[config.mk]
export PLATFORM = sky130hd
export DESIGN_NAME = fmul
export DESIGN_NICKNAME = d
export VERILOG_FILES = /design/src/rtl/fmul.sv
export SDC_FILE = /design/constraint.sdc
export NUM_CORES = 1
export LEC_CHECK = 0
export ABC_AREA = 1
export CORE_ASPECT_RATIO = 1.75
export CORE_MARGIN = 4
export CORE_UTILIZATION = 50
export CTS_BUF_LIST = sky130_fd_sc_hd__clkbuf_16
export DETAILED_ROUTE_END_ITERATION = 8
export PLACE_DENSITY = 0.7
export SYNTH_ARGS = -nofsm -noshare
export SYNTH_HDL_FRONTEND = slang
export SYNTH_SLANG_ARGS = --single-unit
[constraint.sdc]
create_clock -name clk -period 2.1 [get_ports clk]
set_clock_uncertainty 0.1 [all_clocks]
set_input_delay 0.315 -clock clk [delete_from_list [all_inputs] [get_ports clk]]
set_output_delay 0.315 -clock clk [all_outputs]
set_load 0.005 [all_outputs]
[src/rtl/fmul.sv]
// Two-stage bfloat16 x bfloat16 multiplier with an exact binary32 product, flush-to-zero output.
// Define FMUL_SUBNORMAL_EN to normalize subnormal operands instead of treating them as zero.
module fmul (
  input  logic        clk,
  input  logic        rst_n,
  input  logic        in_valid,
  input  logic [15:0] a,
  input  logic [15:0] b,
  output logic        out_valid,
  output logic [31:0] mul_out
);

  localparam logic [31:0] QuietNan = 32'h7FC0_0000;

  logic [7:0] a_exp, b_exp;
  logic [6:0] a_frac, b_frac;
  logic       a_exp_zero, b_exp_zero, a_exp_max, b_exp_max;
  logic       a_frac_zero, b_frac_zero;
  logic       a_nan, b_nan, a_inf, b_inf, a_zero, b_zero;
  logic [7:0] a_sig, b_sig;
  logic signed [9:0] a_eff, b_eff;

  assign a_exp       = a[14:7];
  assign b_exp       = b[14:7];
  assign a_frac      = a[6:0];
  assign b_frac      = b[6:0];
  assign a_exp_zero  = (a_exp == 8'd0);
  assign b_exp_zero  = (b_exp == 8'd0);
  assign a_exp_max   = (a_exp == 8'hFF);
  assign b_exp_max   = (b_exp == 8'hFF);
  assign a_frac_zero = (a_frac == 7'd0);
  assign b_frac_zero = (b_frac == 7'd0);
  assign a_nan       = a_exp_max & ~a_frac_zero;
  assign b_nan       = b_exp_max & ~b_frac_zero;
  assign a_inf       = a_exp_max & a_frac_zero;
  assign b_inf       = b_exp_max & b_frac_zero;

`ifdef FMUL_SUBNORMAL_EN
  function automatic logic [2:0] lzc7(input logic [6:0] f);
    logic [2:0] cnt;
    cnt = 3'd0;
    for (int i = 0; i < 7; i++) begin
      if (f[i]) cnt = 3'(6 - i);
    end
    return cnt;
  endfunction

  logic [2:0] a_lz, b_lz, a_shamt, b_shamt;

  assign a_zero  = a_exp_zero & a_frac_zero;
  assign b_zero  = b_exp_zero & b_frac_zero;
  assign a_lz    = lzc7(a_frac);
  assign b_lz    = lzc7(b_frac);
  // Shift past the leading one so it lands in the implicit-bit position.
  assign a_shamt = a_lz + 3'd1;
  assign b_shamt = b_lz + 3'd1;

  always_comb begin
    a_sig = {1'b1, a_frac};
    b_sig = {1'b1, b_frac};
    a_eff = $signed({2'b00, a_exp});
    b_eff = $signed({2'b00, b_exp});
    if (a_exp_zero) begin
      a_sig = {1'b0, a_frac} << a_shamt;
      a_eff = 10'sd1 - $signed({7'b0, a_shamt});
    end
    if (b_exp_zero) begin
      b_sig = {1'b0, b_frac} << b_shamt;
      b_eff = 10'sd1 - $signed({7'b0, b_shamt});
    end
  end
`else
  assign a_zero = a_exp_zero;
  assign b_zero = b_exp_zero;
  assign a_sig  = {1'b1, a_frac};
  assign b_sig  = {1'b1, b_frac};
  assign a_eff  = $signed({2'b00, a_exp});
  assign b_eff  = $signed({2'b00, b_exp});
`endif

  // Stage 1: classification, sign, exponent sum, significand product
  logic              s1_valid_q, s1_sign_q, s1_nan_q, s1_inf_q, s1_zero_q;
  logic signed [9:0] s1_exp_q;
  logic [15:0]       s1_prod_q;

  always_ff @(posedge clk or negedge rst_n) begin
    if (!rst_n) begin
      s1_valid_q <= 1'b0;
      s1_sign_q  <= 1'b0;
      s1_nan_q   <= 1'b0;
      s1_inf_q   <= 1'b0;
      s1_zero_q  <= 1'b0;
      s1_exp_q   <= '0;
      s1_prod_q  <= '0;
    end else begin
      s1_valid_q <= in_valid;
      if (in_valid) begin
        s1_sign_q <= a[15] ^ b[15];
        s1_nan_q  <= a_nan | b_nan | (a_inf & b_zero) | (a_zero & b_inf);
        s1_inf_q  <= a_inf | b_inf;
        s1_zero_q <= a_zero | b_zero;
        s1_exp_q  <= a_eff + b_eff - 10'sd127;
        s1_prod_q <= {8'b0, a_sig} * {8'b0, b_sig};
      end
    end
  end

  // Stage 2: normalization and special-case selection
  logic signed [9:0] e_norm;
  logic [22:0]       frac_norm;
  logic [31:0]       result;

  always_comb begin
    if (s1_prod_q[15]) begin
      e_norm    = s1_exp_q + 10'sd1;
      frac_norm = {s1_prod_q[14:0], 8'b0};
    end else begin
      e_norm    = s1_exp_q;
      frac_norm = {s1_prod_q[13:0], 9'b0};
    end

    if (s1_nan_q) begin
      result = QuietNan;
    end else if (s1_inf_q || (!s1_zero_q && e_norm >= 10'sd255)) begin
      result = {s1_sign_q, 8'hFF, 23'b0};
    end else if (s1_zero_q || e_norm <= 10'sd0) begin
      result = {s1_sign_q, 31'b0};
    end else begin
      result = {s1_sign_q, e_norm[7:0], frac_norm};
    end
  end

  logic        out_valid_q;
  logic [31:0] mul_out_q;

  always_ff @(posedge clk or negedge rst_n) begin
    if (!rst_n) begin
      out_valid_q <= 1'b0;
      mul_out_q   <= '0;
    end else begin
      out_valid_q <= s1_valid_q;
      if (s1_valid_q) mul_out_q <= result;
    end
  end

  assign out_valid = out_valid_q;
  assign mul_out   = mul_out_q;

endmodule

==> reports/metrics.cfg <==
[floorplanning]
fp.dieArea_sq_mm = 0.0125
die_h_um = 145
rows = 49
die_w_um = 86.2
core-area_sq_mm = 0.0104
start_util_pct = 51.6
ioPinCount = 68

[clocking]
cts_tree = yes
clkTransAtPathRegs_ns = 0.07
cts.sinks = 56
htree_levels = 2
cts_made_buffers = 5
clock_path_buffers = 2
clk_latency_ns = 0.30
cts_root_buffer = clkbuf_16

[cells_and_area]
diodes = 0
stdcell_count = 997
n_fill_cell = 792
drive_above_1_share_pct = 30.7
syn_to_final_growth_pct = 40.7
multi_input_comb_area_sq_mm = 0.00381
design_area_sq_mm = 0.00753
nNetsFinal = 992
register_area_sq_mm = 0.00140

[power_and_ir_drop]
power_mw = 6.89
clkPwrFrac_pct = 11.9
p_switching_mw = 2.86
power.density_mw_per_mm2 = 915
vdd_ir_drop_max_uv = 746
power_leakage_nw = 3.91
p_comb_share_pct = 65.9
sw_frac_of_total_pct = 41.5
seq_power_share_pct = 22.2
internal-power_mw = 4.03

[timing]
final.setup.tns_ns = -15.82
fin_crit_sh_pct = 175
setup_viol = 12
maxSlewViolCount = 0
tightestPinTransition_ns = 0.662
rsz0062_at_grt = true
relSlewSlack_pct = 55.9
period_minus_slack_ns = 3.68
hold_viol_final = 0
setup_ws_ns = -1.58
fmax_mhz = 272

[routing]
drc = 0
first_iter_violations = 174
first_pass_iters = 4
vias_per_cell = 5.07
wl_per_cell_um = 14.4
ant_nets = 0
vias = 5057
drt_wl_total_mm = 14.3

[worst_setup_path]
cp_slowest_cell = fa_1
critPathLaunchType = primary input
crit_chain = buf_6 -> buf_6 -> nand2_2 -> inv_2 -> fa_1 -> fa_1 -> fa_1 -> inv_2 -> fa_1 -> inv_2 -> ha_4 -> nand2_2 -> inv_2 -> nand2_1 -> nand2_1 -> nand2_1 -> nand4_1 -> or2_4 -> nand3_2 -> o21ai_2
required_ns = 2.18
arrival_ns = 3.76
max_stage_delay_ns = 0.56
endpoint_kind = register
cp_max_fo = 4
crit_type = primary input to register

[global_route]
antenna_found_initial = 0
overflow = 0
grt_pass1_wl_mm = 22.9
grtUsageTotal_pct = 22.9
grt_max_degree = 34
first_global_vias = 5147

[synth]
ys_seq_area_share_pct = 26.2
netlist_instances = 720
ys_types = 38
syn_area_sq_mm = 0.00535
yosys_warnings = 0
synthTopCellsByCount = nand2_1 (185), inv_1 (139), nor2_1 (60), dfrtp_1 (56), ha_1 (51)
synth.largest_area_cell = dfrtp_1
synthTopCellsByArea = dfrtp_1 (26%), fa_1 (14%), nand2_1 (13%), ha_1 (12%), inv_1 (9.8%)
yosysMostFrequentCell = nand2_1
yosys_most_used_dff = dfrtp_1
post_synth.cell_area_avg_sq_um = 7.43
synth_edf_count = 0
ys_ff_latch = 56
yosysTopAreaCellShare_pct = 26.2
async_reset_ff_share_pct = 100

[place]
gp_congestion = 0.901
dp_cells = 974
io_buffers = 59
dpl.hpwl_mm = 11.3
placed_area_sq_mm = 0.00682

[status]
status = finished, violations left
violations = setup timing

[worst_hold_path]
hold_class = primary input to register

[run]
drv_cap = 0

-- critical path, delay by kind of cell --
kind / cells / cell delay, ns
AO/OA/AOI/OAI: 1 / 0.06
adder cells (fa/ha/maj): 5 / 2.32
buffers and inverters: 6 / 0.38
AND/OR/NAND/NOR: 8 / 0.69
-- cells by family after synthesis --
kind of cell             share of synthesized area [%]
other                                           0.0701
adder cells (fa/ha/maj)                           25.8
AO/OA/AOI/OAI                                     8.70
flip-flops                                        26.2
buffers and inverters                             13.8
XOR/XNOR                                          1.96
AND/OR/NAND/NOR                                   23.6
-- registers in the layout, indices dropped and copies added, names as in the netlist --
| register | flops |
|---|---|
| s1_nan_q | 1 |
| out_valid | 1 |
| s1_valid_q | 1 |
| s1_inf_q | 1 |
| s1_sign_q | 1 |
| s1_prod_q | 16 |
| s1_zero_q | 1 |
| mul_out | 24 |
| s1_exp_q | 10 |
-- placed cells by master (no fill, tap or decap), types with 13 or more instances in the layout --
master / netlist / layout
ha_1: 51 / 27
nand2_2: 2 / 18
clkdlybuf4s50_1: 0 / 34
nand3_1: 21 / 18
inv_1: 139 / 105
buf_6: 2 / 21
dfrtp_1: 56 / 56
nand2_1: 185 / 158
fa_1: 37 / 31
o21ai_1: 0 / 15
inv_2: 3 / 37
nor2_1: 60 / 57
nand4_1: 17 / 17
o21ai_0: 46 / 28
ha_4: 0 / 20
buf_4: 9 / 91
a21oi_1: 22 / 13
-- layer usage --
metal  share of wire [%]  global-route usage, %  wire (um)
met2                  58                   45.8       8370
met1                  36                   23.1       5130
met3                 2.5                   1.87        351
met4                 3.2                   11.1        456
met5                   0                      0          0
-- power by group through the flow --
stage | clock [mW] | combinational (mW) | sequential (mW)
global placement | 0 | 3.67 | 1.54
finish | 0.817 | 4.54 | 1.53
global route | 0.866 | 4.98 | 1.56
floorplan | 0 | 2.44 | 1.49
CTS | 0.826 | 4.27 | 1.53
detailed placement | 0 | 3.76 | 1.55
-- through the flow --
stage	worst slack, ns	utilization (%)	hold slack [ns]
detailed placement	-2.35	65.8	0.273
CTS	-1.59	70.5	0.385
finish	-1.58	72.7	0.319
global route	-1.72	72.7	0.339
global placement	-2.25	65.8	0.262
floorplan	-1.68	-	-0.0806
-- layout make-up --
cell class / instances / share of cell area [%]
clock buffers: 5 / 1.66
flip-flops and latches: 56 / 18.6
clock inverters: 3 / 0.233
multi-input cells: 495 / 50.6
well taps: 127 / 2.11
inverters: 143 / 7.18
repair buffers: 168 / 19.6
-- final timing paths --
path,depth (start not counted),from,to,slack (ns)
worst max-delay path,20,a[6],s1_prod_q[15]$_DFFE_PN0P_,-1.58
max in group asynchronous,3,rst_n,s1_prod_q[1]$_DFFE_PN0P_,0.76
min in group asynchronous,2,rst_n,mul_out[30]$_DFFE_PN0P_,0.49
worst min register to register,2,mul_out[18]$_DFFE_PN0P_,mul_out[18]$_DFFE_PN0P_,0.38
worst min-delay path,4,a[7],s1_zero_q$_DFFE_PN0P_,0.32
worst max register to register,10,s1_prod_q[15]$_DFFE_PN0P_,mul_out[27]$_DFFE_PN0P_,0.01
-- timing repair --
action	4_1_cts	5_1_grt
hold buffers	1	0
gates cloned	0	1
pin swaps	48	42
setup buffers	11	7
gates resized for setup	148	72
setup endpoints to repair	19	39
endpoints found under the hold margin	27	0
No activity file was read; power rests on OpenSTA's default activity.
